--- src/rtl/snn_pkg.sv ---
// Shared definitions for the spiking-network AER blocks.
// Contents:
//   aer_state_e   - encoder FSM states (IDLE, SEND, EOT)
//   aer_event_t   - address-event record (addr, eot) at the default width
//   AER_EOT_ADDR  - address value carried by an end-of-timestep event
//   DEF_N_NEURONS / DEF_ADDR_W - default array size and matching address width
package snn_pkg;

    localparam int DEF_N_NEURONS = 8;
    localparam int DEF_ADDR_W    = 3;
    localparam int AER_EOT_ADDR  = 0;

    typedef enum logic [1:0] {
        IDLE = 2'd0,
        SEND = 2'd1,
        EOT  = 2'd2
    } aer_state_e;

    typedef struct packed {
        logic [DEF_ADDR_W-1:0] addr;
        logic                  eot;
    } aer_event_t;

endpackage

--- src/rtl/aer_spike_encoder_if.sv ---
// Address-event stream between the spike encoder and the downstream router.
// Signals:
//   aer_valid - event present (master)
//   aer_ready - sink accepts the event (slave)
//   aer_addr  - neuron index, AER_EOT_ADDR during an EOT event (master)
//   aer_eot   - end-of-timestep marker, qualified by aer_valid (master)
// Handshake: an event transfers on a cycle where aer_valid & aer_ready. Once
// aer_valid is high, aer_valid/aer_addr/aer_eot hold stable until that
// transfer; aer_valid only falls after a transfer (or on reset). aer_ready
// carries no meaning while aer_valid is low.
interface aer_spike_encoder_if #(
    parameter int ADDR_W = 3
) ();

    logic              aer_valid;
    logic              aer_ready;
    logic [ADDR_W-1:0] aer_addr;
    logic              aer_eot;

    modport master (
        output aer_valid,
        output aer_addr,
        output aer_eot,
        input  aer_ready
    );

    modport slave (
        input  aer_valid,
        input  aer_addr,
        input  aer_eot,
        output aer_ready
    );

endinterface

--- src/rtl/aer_spike_encoder_prio_enc_lsb.sv ---
// Lowest-set-bit index encoder, purely combinational.
// Ports:
//   i_vec - N-bit request vector
//   o_idx - index of the lowest set bit (0 when i_vec is empty)
//   o_nz  - high when any bit of i_vec is set
module prio_enc_lsb #(
    parameter int N      = 8,
    parameter int ADDR_W = 3
) (
    input  logic [N-1:0]      i_vec,
    output logic [ADDR_W-1:0] o_idx,
    output logic              o_nz
);

    // Scan from the top down so the last hit written is the lowest index.
    always_comb begin
        o_idx = '0;
        for (int i = N - 1; i >= 0; i--) begin
            if (i_vec[i]) begin
                o_idx = ADDR_W'(i);
            end
        end
    end

    assign o_nz = |i_vec;

endmodule

--- src/rtl/aer_spike_encoder.sv ---
// Transmit side of the neuron spike interface. Spikes accumulate in a
// collecting window (pending); a tick closes the window into the draining
// window (active), which is sent lowest index first as address-events and
// terminated with an EOT event.
// Ports:
//   clk, reset_n  - clock, asynchronous active-low reset
//   spike_in      - one-cycle spike pulses, bit i = neuron i
//   tick          - one-cycle pulse closing the current timestep
//   aer           - AER stream (master side)
//   busy          - high while not IDLE
//   drop_cnt      - saturating count of spikes that hit an already-set bit
//   tick_overrun  - sticky, a tick arrived while busy
//   dbg_state     - current FSM state
module aer_spike_encoder
    import snn_pkg::*;
#(
    parameter int N_NEURONS = DEF_N_NEURONS,
    parameter int ADDR_W    = DEF_ADDR_W,
    parameter int CNT_W     = 8
) (
    input  logic                 clk,
    input  logic                 reset_n,
    input  logic [N_NEURONS-1:0] spike_in,
    input  logic                 tick,
    aer_spike_encoder_if.master  aer,
    output logic                 busy,
    output logic [CNT_W-1:0]     drop_cnt,
    output logic                 tick_overrun,
    output aer_state_e           dbg_state
);

    localparam int SUM_W = CNT_W + ADDR_W + 1;
    localparam logic [CNT_W-1:0] CNT_MAX = '1;

    aer_state_e           r_state;
    logic [N_NEURONS-1:0] r_pending;
    // Bits of the draining window not yet presented; the bit on aer_addr is
    // already removed, so the next index is ready when the handshake lands.
    logic [N_NEURONS-1:0] r_active;

    logic [N_NEURONS-1:0] w_window;
    logic [N_NEURONS-1:0] w_enc_in;
    logic [N_NEURONS-1:0] w_enc_clr;
    logic [N_NEURONS-1:0] w_hits;
    logic [ADDR_W-1:0]    w_idx;
    logic                 w_nz;
    logic                 w_handshake;
    logic [SUM_W-1:0]     w_drop_num;
    logic [SUM_W-1:0]     w_drop_sum;
    logic [CNT_W-1:0]     w_drop_next;

    assign w_window    = r_pending | spike_in;
    // One encoder serves both the tick (closing window) and the drain.
    assign w_enc_in    = (r_state == IDLE) ? w_window : r_active;
    assign w_enc_clr   = w_enc_in & ~({{(N_NEURONS-1){1'b0}}, 1'b1} << w_idx);
    assign w_hits      = r_pending & spike_in;
    assign w_handshake = aer.aer_valid & aer.aer_ready;
    assign dbg_state   = r_state;

    prio_enc_lsb #(
        .N      (N_NEURONS),
        .ADDR_W (ADDR_W)
    ) u_prio_enc (
        .i_vec (w_enc_in),
        .o_idx (w_idx),
        .o_nz  (w_nz)
    );

    always_comb begin
        w_drop_num = '0;
        for (int i = 0; i < N_NEURONS; i++) begin
            w_drop_num = w_drop_num + SUM_W'(w_hits[i]);
        end
        w_drop_sum = SUM_W'(drop_cnt) + w_drop_num;
        if (w_drop_sum > SUM_W'(CNT_MAX)) begin
            w_drop_next = CNT_MAX;
        end else begin
            w_drop_next = w_drop_sum[CNT_W-1:0];
        end
    end

    always_ff @(posedge clk or negedge reset_n) begin
        if (!reset_n) begin
            r_state       <= IDLE;
            r_pending     <= '0;
            r_active      <= '0;
            aer.aer_valid <= 1'b0;
            aer.aer_addr  <= '0;
            aer.aer_eot   <= 1'b0;
            busy          <= 1'b0;
            drop_cnt      <= '0;
            tick_overrun  <= 1'b0;
        end else begin
            drop_cnt  <= w_drop_next;
            r_pending <= w_window;
            if (tick && (r_state != IDLE)) begin
                tick_overrun <= 1'b1;
            end
            case (r_state)
                IDLE: begin
                    if (tick) begin
                        r_pending     <= '0;
                        aer.aer_valid <= 1'b1;
                        busy          <= 1'b1;
                        if (w_nz) begin
                            r_active     <= w_enc_clr;
                            aer.aer_addr <= w_idx;
                            aer.aer_eot  <= 1'b0;
                            r_state      <= SEND;
                        end else begin
                            r_active     <= '0;
                            aer.aer_addr <= ADDR_W'(AER_EOT_ADDR);
                            aer.aer_eot  <= 1'b1;
                            r_state      <= EOT;
                        end
                    end
                end
                SEND: begin
                    if (w_handshake) begin
                        if (w_nz) begin
                            r_active     <= w_enc_clr;
                            aer.aer_addr <= w_idx;
                        end else begin
                            aer.aer_addr <= ADDR_W'(AER_EOT_ADDR);
                            aer.aer_eot  <= 1'b1;
                            r_state      <= EOT;
                        end
                    end
                end
                EOT: begin
                    if (w_handshake) begin
                        aer.aer_valid <= 1'b0;
                        aer.aer_eot   <= 1'b0;
                        busy          <= 1'b0;
                        r_state       <= IDLE;
                    end
                end
                default: begin
                    aer.aer_valid <= 1'b0;
                    aer.aer_eot   <= 1'b0;
                    busy          <= 1'b0;
                    r_state       <= IDLE;
                end
            endcase
        end
    end

endmodule

--- src/flat_wrapper.sv ---
// flat-port wrapper written by rule: the top's interface ports become plain ports
module aer_spike_encoder_flat import snn_pkg::*;
#(
    parameter int N_NEURONS = DEF_N_NEURONS,
    parameter int ADDR_W    = DEF_ADDR_W,
    parameter int CNT_W     = 8
)
  (clk, reset_n, spike_in, tick, busy, drop_cnt, tick_overrun, dbg_state, aer_aer_valid, aer_aer_addr, aer_aer_eot, aer_aer_ready);
  aer_spike_encoder_if #(.ADDR_W(ADDR_W)) aer_i ();
  input  logic clk;
  input  logic reset_n;
  input  logic [N_NEURONS-1:0] spike_in;
  input  logic tick;
  output logic busy;
  output logic [CNT_W-1:0] drop_cnt;
  output logic tick_overrun;
  output aer_state_e dbg_state;
  output wire logic [$bits(aer_i.aer_valid)-1:0] aer_aer_valid;
  output wire logic [$bits(aer_i.aer_addr)-1:0] aer_aer_addr;
  output wire logic [$bits(aer_i.aer_eot)-1:0] aer_aer_eot;
  input wire logic [$bits(aer_i.aer_ready)-1:0] aer_aer_ready;
  assign aer_aer_valid = aer_i.aer_valid;
  assign aer_aer_addr = aer_i.aer_addr;
  assign aer_aer_eot = aer_i.aer_eot;
  assign aer_i.aer_ready = aer_aer_ready;
  aer_spike_encoder #(.N_NEURONS(N_NEURONS), .ADDR_W(ADDR_W), .CNT_W(CNT_W)) u_core (.clk(clk), .reset_n(reset_n), .spike_in(spike_in), .tick(tick), .aer(aer_i), .busy(busy), .drop_cnt(drop_cnt), .tick_overrun(tick_overrun), .dbg_state(dbg_state));
endmodule
--- config.mk ---
export PLATFORM = sky130hd
export DESIGN_NAME = aer_spike_encoder_flat
export DESIGN_NICKNAME = d
export VERILOG_FILES = /design/src/rtl/snn_pkg.sv /design/src/rtl/aer_spike_encoder_if.sv /design/src/rtl/aer_spike_encoder_prio_enc_lsb.sv /design/src/rtl/aer_spike_encoder.sv /design/src/flat_wrapper.sv
export SDC_FILE = /design/constraint.sdc
export NUM_CORES = 1
export LEC_CHECK = 0
export CAP_MARGIN = 40
export CELL_PAD_IN_SITES_DETAIL_PLACEMENT = 1
export CELL_PAD_IN_SITES_GLOBAL_PLACEMENT = 2
export CORE_MARGIN = 1
export CORE_UTILIZATION = 30
export DETAILED_ROUTE_END_ITERATION = 12
export GPL_TIMING_DRIVEN = 0
export PLACE_DENSITY = 0.74
export SETUP_SLACK_MARGIN = 0.2
export SYNTH_ARGS = -nofsm -noshare
export SYNTH_HDL_FRONTEND = slang
export SYNTH_HIERARCHICAL = 1
export SYNTH_SLANG_ARGS = --single-unit
--- constraint.sdc ---
create_clock -name clk -period 7.2 [get_ports clk]
set_clock_uncertainty 0.1 [all_clocks]
set_input_delay 1.44 -clock clk [delete_from_list [all_inputs] [get_ports clk]]
set_output_delay 1.44 -clock clk [all_outputs]
set_load 0.01 [all_outputs]
After elaboration in Yosys (flattened, before gate mapping)
Cells that the tools add are included.
{ "op_classes": {"n_eq_ne": 7, "bitwise_logic": 6, "n_mux": 35, "n_lt_le_gt_ge": 1, "addsub": 8, "shift": 1, "reduce_logical": 9} }
{ "ops": {"columns": ["op", "count"], "rows": [
  ["12-bit by 1-bit adder with 12-bit output", 6],
  ["8-bit two-way mux", 8],
  ["3-bit two-way mux", 11],
  ["8-bit bitwise AND", 2],
  ["8-bit one-hot mux with 2 select lines", 1],
  ["8-bit by 12-bit adder with 12-bit output", 1],
  ["12-bit by 8-bit greater-than comparator with 1-bit output, second input constant", 1],
  ["2-bit two-way mux", 5],
  ["8-bit NOT", 1],
  ["8-bit bitwise OR", 1],
  ["4-bit AND reduction", 2],
  ["8-bit OR reduction", 1],
  ["1-bit by 3-bit left shift with 8-bit output, first input constant", 1],
  ["1-bit two-way mux", 6],
  ["2-bit inequality test, second input constant", 3],
  ["1-bit one-hot mux with 3 select lines", 2],
  ["2-bit one-hot mux with 3 select lines", 1],
  ["3-bit one-hot mux with 2 select lines", 1],
  ["3-bit AND reduction", 2],
  ["2-bit by 1-bit inequality test with 1-bit output, second input constant", 2],
  ["2-bit nonzero test", 2],
  ["1-bit by 1-bit adder with 2-bit output", 1],
  ["2-bit by 1-bit equality test with 1-bit output, second input constant", 1],
  ["2-bit equality test, second input constant", 1],
  ["other kinds (4)", 4]
]} }
{ "totals": {"word_cells": 75, "output_inout_bits": 17, "input_bits": 12, "reg_bits": 32} }

Longest topological paths before layout
{ "logic_depth": {"ltp_word": 16, "mapped_depth": 13, "ltp_nobuf": 13} }

Cells and area by module
The synthesis kept the hierarchy.
{ "by_module_without_submodules": {"columns": ["mod", "n_inst", "cells_per_inst", "area_per_inst_um2"], "rows": [
  ["aer_spike_encoder", 1, 187, 1800.5],
  ["prio_enc_lsb", 1, 13, 81.3]
]} }

Least setup slack after synthesis
No wires, ideal clock.
{ "synth_timing": {"kind": "input to register", "from": "in spike_in[0]", "to": "reg u_core.drop_cnt[6]", "arrival_ns": 4.601, "slack_ns": 2.374, "required_ns": 6.975, "setup_ns": 0.125, "path_stages": 13, "path_cell_list": "and2_1 > fa_1 > inv_1 > fa_1 > inv_1 > fa_1 > fa_1 > inv_1 > fa_1 > nor2b_1 > o21ai_1 > nor2_1 > mux2_2"} }
{ "synth_between": {"elab_chain_len": 11} }
{ "synth_rtl": {"columns": ["element", "line", "text"], "rows": [
  ["from (decl)", "flat_wrapper.sv:12", "input logic [N_NEURONS-1:0] spike_in;"],
  ["8-bit bitwise AND (*)", "aer_spike_encoder.sv:56", "assign w_hits = r_pending & spike_in;"],
  ["1-bit by 1-bit adder with 2-bit output (*)", "aer_spike_encoder.sv:72", "w_drop_num = w_drop_num + SUM_W'(w_hits[i]);"],
  ["12-bit by 1-bit adder with 12-bit output (*) (6 in a row)", "aer_spike_encoder.sv:72", null],
  ["8-bit by 12-bit adder with 12-bit output (*)", "aer_spike_encoder.sv:74", "w_drop_sum = SUM_W'(drop_cnt) + w_drop_num;"],
  ["12-bit by 8-bit greater-than comparator with 1-bit output", "aer_spike_encoder.sv:75", "if (w_drop_sum > SUM_W'(CNT_MAX)) begin"],
  ["8-bit two-way mux (*)", "aer_spike_encoder.sv:75", null],
  ["named net u_core.w_drop_next[6]", "aer_spike_encoder.sv:50", "logic [CNT_W-1:0] w_drop_next;"],
  ["to (signal assigned)", "aer_spike_encoder.sv:94", "drop_cnt <= w_drop_next;"],
  ["to (decl)", "aer_spike_encoder.sv:27", "output logic [CNT_W-1:0] drop_cnt,"]
]} }
Mark *: on every way through the listed nets, which the timed path passes. The rest lies on a longest branch.
A chain may end at the register's enable or synchronous reset.

Final worst setup path
{ "layout_timing": {"from": "in spike_in[0]", "to": "reg u_core.drop_cnt[5]"} }
Same word-level chain as after synthesis.

==> results.json <==
{
  "synth_area_per_cell_um2": 9.41,
  "syn_inst": 200,
  "insertion_delay_ns": 0.28,
  "path_cells": "clkdlybuf4s50_1 -> and2_1 -> fa_1 -> inv_1 -> fa_1 -> inv_1 -> fa_1 -> fa_1 -> inv_1 -> fa_1 -> nor2b_1 -> o211ai_1 -> nand2_1 -> mux2_2",
  "crit_slowest_cell": "fa_1",
  "p_sw_uw": 527,
  "drt_first_pass_iters": 4,
  "mostFrequentLayoutCells": "31 x dfrtp_1, 30 x nor2_1, 27 x clkdlybuf4s50_1",
  "ant_nets": 0,
  "min_path_type": "flip-flop to flip-flop",
  "max-vdd-ir-drop_mv": 0.237,
  "pwr-share-seq_pct": 24.6,
  "switching_share_pct": 44.1,
  "coreArea_um2": 5990,
  "p_clk_share_pct": 11.7,
  "cts-resized-gates": 0,
  "post_drt_wl_per_cell_um": 13.8,
  "post-route-cell-area_um2": 2340,
  "cp.arrival_ns": 5.25,
  "htree_levels": 2,
  "layout.nets": 258,
  "cts_tree": "yes",
  "max_freq_mhz": 193,
  "rows": 28,
  "grt_max_degree": 32,
  "finalCritPeriodShare_pct": 72.0,
  "synth_edf_count": 0,
  "syn2layout_area_growth_pct": 24.3,
  "remaining_drc_errors": 0,
  "slew_viol_final": 0,
  "grt_remaining_overflow": 0,
  "dp_hpwl_um": 3180,
  "clock_path_buffers": 2,
  "num_antenna_cells": 0,
  "clockRootBuffer": "clkbuf_8",
  "ys_types": 43,
  "io-pin-count": 29,
  "fin_cells": 310,
  "final_core_util_pct": 39.0,
  "power_mw": 1.20,
  "clkTransAtPathRegs_ns": 0.07,
  "dpl-instance-area_um2": 2250,
  "relSlewSlack_pct": 51.3,
  "finalHoldViolCount": 0,
  "synth_area_um2": 1880,
  "setup-violations-final": 0,
  "min_period_ns": 5.19,
  "yosysSeqAreaShare_pct": 41.2,
  "p_int_uw": 669,
  "endpoint_kind": "flip-flop",
  "p_comb_share_pct": 63.7,
  "die_x_um": 81.2,
  "final_common_cell": "dfrtp_1",
  "critical_path.top_delay_family": "adder cells",
  "tightestPinTransition_ns": 0.730,
  "die_area_um2": 6590,
  "rsz0062_at_grt": "no",
  "ys_ff_latch": 31,
  "drt_iter0_markers": 77,
  "drv_cap": 0,
  "worst-path-max-fanout": 5,
  "via_per_inst": 4.76,
  "drive_gt1_share_pct": 14.9,
  "vias": 1477,
  "start_kind": "primary input",
  "powerDensity_nw_per_um2": 511,
  "die-height_um": 81.2,
  "place_congestion": 0.738,
  "drt_wl_total_um": 4270,
  "leakage_nw": 0.992,
  "status": "finished, final reports clean",
  "antenna_found_initial": 0,
  "dp_cells": 303,
  "clkSinkCount": 31,
  "grt_pass1_vias": 1499,
  "synthArstFlopShare_pct": 100,
  "post_cts_buffers": 0,
  "cts_hold_buffers": 0,
  "portBuffers": 28,
  "max_stage_delay_ns": 0.53,
  "cts_buffers": 5,
  "critPathKind": "primary input to flip-flop",
  "grt_usage_pct": 15.2,
  "yosysWarnings": 6,
  "cp.required_ns": 7.27,
  "start_util_pct": 31.4,
  "synthFlopType": "dfrtp_1",
  "syn-num-nets": 223,
  "finalSetupTns_ns": 0,
  "grt_pass1_wl_um": 7450,
  "cpMostUsedCell": "fa_1",
  "critical_path_buf_inv_count": 4
}
-- layer usage --
metal	share of wire [%]	routed length, um	global-route usage (%)	vias up
met5	0	0	0	-
met4	1.1	48	5.89	0
met3	3.5	149	3.82	6
met2	47	2010	24.0	21
met1	48	2070	19.8	706
li1	-	-	-	744
-- synthesized netlist by cell type, drive strengths merged, types with 2 or more instances --
cell / n / area (um^2)
or2: 3 / 18.8
nand3: 5 / 25.0
ha: 6 / 75.1
inv: 17 / 63.8
fa: 5 / 100
and2: 14 / 87.6
nor3b: 2 / 15.0
a21o: 2 / 16.3
nand2b: 2 / 12.5
mux2: 2 / 22.5
nand2: 16 / 80.1
clkbuf: 3 / 11.3
buf: 6 / 65.1
a31oi: 4 / 25.0
nor2: 30 / 113
dfrtp: 31 / 776
a31o: 8 / 70.1
a21oi: 7 / 35.0
nor2b: 3 / 18.8
o21ai: 18 / 120
-- power groups by stage --
stage	registers (mW)	clock network [mW]	logic [mW]
global route	0.304	0.155	0.885
finish	0.294	0.140	0.762
global placement	0.295	0	0.755
detailed placement	0.298	0	0.776
CTS	0.295	0.148	0.782
floorplan	0.306	0	0.531
-- state kept, by name, summed over array words and instances (netlist names) --
name	count
u_core/dbg_state	2
u_core/aer.aer_addr	3
u_core/drop_cnt	8
u_core/r_active	8
u_core/busy	1
u_core/tick_overrun	1
u_core/r_pending	8
-- layout make-up --
class | count | area [um^2]
repair buffers | 28 | 275
clock buffers | 6 | 82.6
plain buffers | 9 | 76.3
well taps | 75 | 93.8
inverters | 17 | 63.8
clock inverters | 1 | 5.00
flip-flops and latches | 31 | 776
fillers | 692 | 3650
multi-input cells | 143 | 966
-- worst paths after layout --
kind	start	slack [ns]	cells after the start	to
setup / recovery	spike_in[0]	2.01	14	u_core/drop_cnt[5]
hold / removal	u_core/tick_overrun	0.36	1	u_core/tick_overrun
max in group asynchronous	reset_n	5.42	1	u_core/drop_cnt[4]
min in group asynchronous	reset_n	1.12	1	u_core/r_pending[7]
hold reg to reg	u_core/tick_overrun	0.36	1	u_core/tick_overrun
setup reg to reg	u_core/r_pending[0]	3.21	13	u_core/drop_cnt[5]
-- through the flow --
stage | setup WS (ns) | hold slack (ns)
finish | 2.01 | 0.363
floorplan | 2.37 | 0.373
global route | 1.79 | 0.384
detailed placement | 1.67 | 0.356
global placement | 1.73 | 0.343
CTS | 1.95 | 0.372
-- cells by family after synthesis --
kind of cell / after synthesis / share of synthesized area, %
flops: 31 / 41.2
mux: 3 / 1.73
simple gates: 81 / 22.3
compound gates: 48 / 18.0
fa+ha+maj: 11 / 9.31
buf+inv: 26 / 7.45
No activity file was read; power rests on OpenSTA's default activity.
